File: src/rtl/io_pkg.sv
// Shared definitions for the io_responder peripheral:
// register map, FSM state encoding and STATUS bit positions.
package io_pkg;

    localparam logic [3:0] ADDR_OUT0   = 4'd0;
    localparam logic [3:0] ADDR_OUT1   = 4'd1;
    localparam logic [3:0] ADDR_IN0    = 4'd2;
    localparam logic [3:0] ADDR_IN1    = 4'd3;
    localparam logic [3:0] ADDR_TIMER  = 4'd4;
    localparam logic [3:0] ADDR_TCMP   = 4'd5;
    localparam logic [3:0] ADDR_STATUS = 4'd6;

    typedef logic [1:0] state_t;

    localparam state_t ST_IDLE = 2'd0;
    localparam state_t ST_WAIT = 2'd1;
    localparam state_t ST_ACK  = 2'd2;
    localparam state_t ST_HOLD = 2'd3;

    localparam int STATUS_FLAG_BIT = 0;
    localparam int STATUS_IE_BIT   = 1;

endpackage

File: src/rtl/io_timer.sv
// Prescaled up-counter with a compare register; a compare match on a tick
// restarts the count and raises a sticky flag.
module io_timer #(
    parameter int WIDTH = 8,
    parameter int PRESC = 4
) (
    input  logic             clk,
    input  logic             reset,
    input  logic             clr_count,
    input  logic [WIDTH-1:0] tcmp,
    input  logic             clr_flag,
    output logic [WIDTH-1:0] count,
    output logic             flag
);

    localparam int PW = (PRESC > 1) ? $clog2(PRESC) : 1;
    localparam logic [PW-1:0] PRESC_LAST = PW'(PRESC - 1);

    logic [PW-1:0] presc;
    logic          tick;
    logic          match;

    assign tick  = (presc == PRESC_LAST);
    assign match = tick && (tcmp != '0) && (count == tcmp);

    always_ff @(posedge clk) begin
        if (reset) begin
            presc <= '0;
        end else if (clr_count || tick) begin
            presc <= '0;
        end else begin
            presc <= presc + PW'(1);
        end
    end

    always_ff @(posedge clk) begin
        if (reset) begin
            count <= '0;
        end else if (clr_count || match) begin
            count <= '0;
        end else if (tick) begin
            count <= count + WIDTH'(1);
        end
    end

    // A TIMER write suppresses the match of the same tick; a new match beats a clear.
    always_ff @(posedge clk) begin
        if (reset) begin
            flag <= 1'b0;
        end else if (match && !clr_count) begin
            flag <= 1'b1;
        end else if (clr_flag) begin
            flag <= 1'b0;
        end
    end

endmodule

File: src/rtl/io_responder.sv
// Memory-mapped peripheral on the CPU load/store bus: two output ports, two
// synchronised input ports and a compare timer behind a req/ack handshake.
module io_responder #(
    parameter int WIDTH       = 8,
    parameter int WAIT_CYCLES = 2,
    parameter int PRESC       = 4
) (
    input  logic             clk,
    input  logic             reset,
    input  logic             req,
    input  logic             we,
    input  logic [3:0]       addr,
    input  logic [WIDTH-1:0] wdata,
    output logic [WIDTH-1:0] rdata,
    output logic             ack,
    input  logic [WIDTH-1:0] in0,
    input  logic [WIDTH-1:0] in1,
    output logic [WIDTH-1:0] out0,
    output logic [WIDTH-1:0] out1,
    output logic             irq
);

    import io_pkg::*;

    localparam logic [3:0] WAIT_LOAD = 4'(WAIT_CYCLES);

    state_t           state;
    state_t           next_state;
    logic [3:0]       wait_cnt;
    logic             req_we;
    logic [3:0]       req_addr;
    logic [WIDTH-1:0] req_wdata;

    logic [WIDTH-1:0] in0_meta;
    logic [WIDTH-1:0] in0_sync;
    logic [WIDTH-1:0] in1_meta;
    logic [WIDTH-1:0] in1_sync;

    logic [WIDTH-1:0] tcmp;
    logic             ie;
    logic [WIDTH-1:0] count;
    logic             flag;
    logic             wr_en;
    logic             clr_count;
    logic             clr_flag;
    logic [WIDTH-1:0] read_data;

    always_ff @(posedge clk) begin
        if (reset) begin
            state <= ST_IDLE;
        end else begin
            state <= next_state;
        end
    end

    always_comb begin
        next_state = state;
        case (state)
            ST_IDLE: begin
                if (req) begin
                    next_state = (WAIT_CYCLES == 0) ? ST_ACK : ST_WAIT;
                end
            end
            ST_WAIT: begin
                if (wait_cnt == 4'd1) begin
                    next_state = ST_ACK;
                end
            end
            ST_ACK: begin
                next_state = ST_HOLD;
            end
            ST_HOLD: begin
                if (!req) begin
                    next_state = ST_IDLE;
                end
            end
            default: begin
                next_state = ST_IDLE;
            end
        endcase
    end

    always_comb begin
        ack   = 1'b0;
        rdata = '0;
        if (state == ST_ACK) begin
            ack   = 1'b1;
            rdata = read_data;
        end
    end

    // The access is served from these copies, so bus changes after acceptance are ignored.
    always_ff @(posedge clk) begin
        if (reset) begin
            wait_cnt  <= '0;
            req_we    <= 1'b0;
            req_addr  <= '0;
            req_wdata <= '0;
        end else if (state == ST_IDLE && req) begin
            wait_cnt  <= WAIT_LOAD;
            req_we    <= we;
            req_addr  <= addr;
            req_wdata <= wdata;
        end else if (state == ST_WAIT) begin
            wait_cnt  <= wait_cnt - 4'd1;
        end
    end

    always_ff @(posedge clk) begin
        if (reset) begin
            in0_meta <= '0;
            in0_sync <= '0;
            in1_meta <= '0;
            in1_sync <= '0;
        end else begin
            in0_meta <= in0;
            in0_sync <= in0_meta;
            in1_meta <= in1;
            in1_sync <= in1_meta;
        end
    end

    assign wr_en     = (state == ST_ACK) && req_we;
    assign clr_count = wr_en && (req_addr == ADDR_TIMER);
    assign clr_flag  = wr_en && (req_addr == ADDR_STATUS) && req_wdata[STATUS_FLAG_BIT];

    always_ff @(posedge clk) begin
        if (reset) begin
            out0 <= '0;
            out1 <= '0;
            tcmp <= '0;
            ie   <= 1'b0;
        end else if (wr_en) begin
            case (req_addr)
                ADDR_OUT0:   out0 <= req_wdata;
                ADDR_OUT1:   out1 <= req_wdata;
                ADDR_TCMP:   tcmp <= req_wdata;
                ADDR_STATUS: ie   <= req_wdata[STATUS_IE_BIT];
                default: ;
            endcase
        end
    end

    always_comb begin
        read_data = '0;
        case (req_addr)
            ADDR_OUT0:   read_data = out0;
            ADDR_OUT1:   read_data = out1;
            ADDR_IN0:    read_data = in0_sync;
            ADDR_IN1:    read_data = in1_sync;
            ADDR_TIMER:  read_data = count;
            ADDR_TCMP:   read_data = tcmp;
            ADDR_STATUS: begin
                read_data[STATUS_FLAG_BIT] = flag;
                read_data[STATUS_IE_BIT]   = ie;
            end
            default: ;
        endcase
    end

    always_ff @(posedge clk) begin
        if (reset) begin
            irq <= 1'b0;
        end else begin
            irq <= flag & ie;
        end
    end

    io_timer #(
        .WIDTH (WIDTH),
        .PRESC (PRESC)
    ) u_timer (
        .clk       (clk),
        .reset     (reset),
        .clr_count (clr_count),
        .tcmp      (tcmp),
        .clr_flag  (clr_flag),
        .count     (count),
        .flag      (flag)
    );

endmodule

File: config.mk
export PLATFORM = sky130hd
export DESIGN_NAME = io_responder
export DESIGN_NICKNAME = d
export VERILOG_FILES = /design/src/rtl/io_pkg.sv /design/src/rtl/io_timer.sv /design/src/rtl/io_responder.sv
export SDC_FILE = /design/constraint.sdc
export NUM_CORES = 1
export LEC_CHECK = 0
export ABC_AREA = 1
export CAP_MARGIN = 10
export CORE_MARGIN = 1
export CORE_UTILIZATION = 50
export CTS_CLUSTER_SIZE = 28
export DETAILED_ROUTE_END_ITERATION = 16
export PLACE_DENSITY = 0.75
export SETUP_SLACK_MARGIN = 0.5
export SYNTH_ARGS = -nofsm -noshare
export SYNTH_HDL_FRONTEND = slang
export SYNTH_SLANG_ARGS = --single-unit
File: constraint.sdc
create_clock -name clk -period 2.11 [get_ports clk]
set_input_delay 0.3165 -clock clk [delete_from_list [all_inputs] [get_ports clk]]
set_output_delay 0.3165 -clock clk [all_outputs]
set_load 0.02 [all_outputs]
==> flow_summary_export.csv <==
group,metric,value,unit
final_layout,num-nets-final,629,
setup_path,end_kind,"output port",
routing,wirelength,8810,um
routing,drc,0,
power_and_ir_drop,power_leakage,2.07,nW
run_status,status,"complete, no violations",
synth,ys_warn_count,0,
clocking,cts-root-buf,"clkbuf_8",
placement,dpl_cell_area,4480,um2
clocking,cts_tree,"built",
placement,port_buffers,57,
setup_path,arrival,1660,ps
timing,slew_headroom,79.1,%
synth,syn_area_per_cell,7.26,um2
clocking,clk_latency,360,ps
setup_path,crit_chain,"inv_2, nor2_4, nand2_1, o21ai_0, nor2_1, a21oi_2, buf_4",
power_and_ir_drop,p_per_area,915,nW/um2
floorplan,die_y,88.3,um
clocking,clockBufferDepth,2,
grt,grt_pass1_wl,14100,um
setup_path,path_class,"flip-flop to output port",
final_layout,area_delta_synth_final,29.7,%
floorplan,die_area,7790,um2
clocking,cts_buffers,9,
timing,whs,405,ps
synth,netlist_instances,513,
floorplan,fp-row-count,31,
synth,synth_cell_type_count,26,
routing,vias,3416,
job,max_cap_viol_count,0,
routing,viasPerCell,4.93,
final_layout,drive_gt1_share,15.2,%
clocking,cts.sinks,88,
grt,grt_util_all_layers,24.1,%
synth,syn-num-nets,553,
hold_path,hp-class,"flip-flop to flip-flop",
timing,finalCritPeriodShare,93.7,%
synth,netlist_area,3720,um2
routing,dr.first_iter.drc_count,241,
synth,ys_ff_latch,88,
grt,grt_pass1_vias,2995,
setup_path,cp-start-kind,"flip-flop",
final_layout,num_antenna_cells,0,
placement,placedCellCount,670,
setup_path,critPathMaxStageDelay,360,ps
floorplan,ioPinCount,58,
timing,worst_clock_skew,9.60,ps
timing,final.min_clock_period,1980,ps
floorplan,coreArea,7210,um2
timing,hold_violations,0,
final_layout,final_area,4830,um2
synth,seq_area_frac_synth,47.3,%
placement,dpl.hpwl,6510,um
setup_path,crit_fanout,4,
timing,rsz0062_at_grt,"yes",
grt,grt-ovfl-total,0,
routing,firstDrtPassIters,5,
routing,wl_per_cell,12.7,um
power_and_ir_drop,vdd_drop_max,0.611,mV
routing,detail-route-antenna-nets,0,
timing,fmax,506,MHz
timing,tightest_slew,314,ps
timing,setup_viol,0,
grt,grt_max_degree,38,
power_and_ir_drop,power,4.42,mW
setup_path,required,1790,ps
clocking,htree_levels,3,
clocking,clkTransAtPathRegs,90,ps
floorplan,dieWidth,88.3,um
clocking,postCtsHoldBufs,0,
final_layout,final_cells,693,
final_layout,fill_cells,666,
grt,antenna_found_initial,0,
floorplan,start_util,51.6,%
placement,place_congestion,0.900,
setup_path,cpMaxStageDelayCell,"dfxtp_2",
final_layout,final_core_util,66.9,%
timing,maxSlewViolCount,0,
state kept, by name (all words and copies together), names as in the netlist, 4 cells and up:
| register | count |
|---|---|
| req_wdata | 8 |
| out1 | 8 |
| in1_sync | 8 |
| in0_sync | 8 |
| u_timer.count | 8 |
| out0 | 8 |
| req_addr | 4 |
| wait_cnt | 4 |
| in1_meta | 8 |
| tcmp | 8 |
| in0_meta | 8 |
stage by stage:
| step | setup TNS, ps | setup WS, ps |
|---|---|---|
| floorplan | 0 | 545 |
| finish | 0 | 133 |
| CTS | 0 | 156 |
| global route | 0 | 50.0 |
| detailed placement | -444 | -127 |
| global placement | -9.46 | -6.10 |
worst paths after layout:
kind / from / to / slack [ps] / depth (start not counted)
worst max-delay path: req_addr[2] / rdata[0] / 130 / 7
worst min-delay path: in1_meta[0] / in1_sync[0] / 400 / 2
worst max register to register: state[0] / out1[0] / 560 / 9
worst min register to register: in1_meta[0] / in1_sync[0] / 400 / 2
cells in the mapped netlist:
| library cell | count | area [um2] |
|---|---|---|
| ha_1 | 8 | 100 |
| nand3_1 | 27 | 135 |
| nand4_1 | 3 | 18.8 |
| o21ai_0 | 54 | 270 |
| xnor2_1 | 1 | 8.76 |
| inv_1 | 91 | 342 |
| xor2_1 | 4 | 35.0 |
| dfxtp_1 | 88 | 1760 |
| nand2_2 | 2 | 12.5 |
| o21ai_1 | 8 | 40.0 |
| nand2_1 | 59 | 221 |
| buf_4 | 1 | 7.51 |
| nor3_1 | 4 | 20.0 |
| clkbuf_1 | 10 | 37.5 |
| nand3_2 | 3 | 30.0 |
| nor2_4 | 4 | 45.0 |
| inv_2 | 1 | 3.75 |
| a21oi_1 | 41 | 205 |
| buf_2 | 3 | 15.0 |
| clkinv_1 | 1 | 3.75 |
| buf_6 | 2 | 22.5 |
| or2_2 | 1 | 6.26 |
| o22ai_1 | 2 | 12.5 |
| nor2_1 | 92 | 345 |
| nor2_2 | 2 | 12.5 |
| mux2i_1 | 1 | 10.0 |
power breakdown:
group	switching, mW	internal (mW)	leakage [nW]
clock	0.615	0.679	0.115
sequential	0.140	1.83	0.723
combinational	0.693	0.462	1.24
cell usage in the layout, fill, tap and decap left out, types with 9 or more instances in the layout:
cell,synthesis,routed
buf_4,1,28
nand2_1,59,55
clkbuf_8,0,9
nand3_1,27,27
o21ai_1,8,17
inv_1,91,85
clkdlybuf4s50_1,0,31
o21ai_0,54,43
a21oi_1,41,35
dlygate4sd2_1,0,16
dfxtp_1,88,82
nor2_1,92,92
final cells by class:
cell class	instances	area, um2	share of cell area (%)
clock inverters	7	100	2.07
inverters	93	359	7.44
flip-flops and latches	88	1780	36.8
well taps	99	124	2.57
multi-input cells	316	1620	33.6
clock buffers	9	124	2.57
repair buffers	81	723	15.0
cells by family (layout without fill, tap and decap cells):
group | count (synthesis) | after routing | synth area share (%)
simple gates | 197 | 197 | 22.8
mux | 1 | 1 | 0.269
compound gates | 105 | 105 | 14.2
buf+inv | 109 | 190 | 11.6
xor+xnor | 5 | 5 | 1.18
fa+ha+maj | 8 | 8 | 2.69
flops | 88 | 88 | 47.3
layer usage:
| layer | vias to the layer above | GRT usage (%) | part of all wire [%] |
|---|---|---|---|
| met2 | 115 | 41.8 | 49 |
| met3 | 22 | 3.73 | 4.6 |
| met4 | 0 | 9.53 | 2.2 |
| met5 | - | 0 | 0 |
| met1 | 1524 | 30.0 | 44 |
| li1 | 1755 | - | - |
critical path, delay by kind of cell, from the launching register on:
kind	cells	cell delay, ps
buffers and inverters	2	230
AO/OA/AOI/OAI	2	370
AND/OR/NAND/NOR	3	340
flip-flops	1	360
what timing repair did:
| item | 4_1_cts | 5_1_grt |
|---|---|---|
| resized for setup | 87 | 23 |
| buffers inserted | 2 | 5 |
| pin swaps | 6 | 5 |
| setup endpoints to repair | 57 | 44 |
Note: power is estimated with default switching activity, not from simulation.
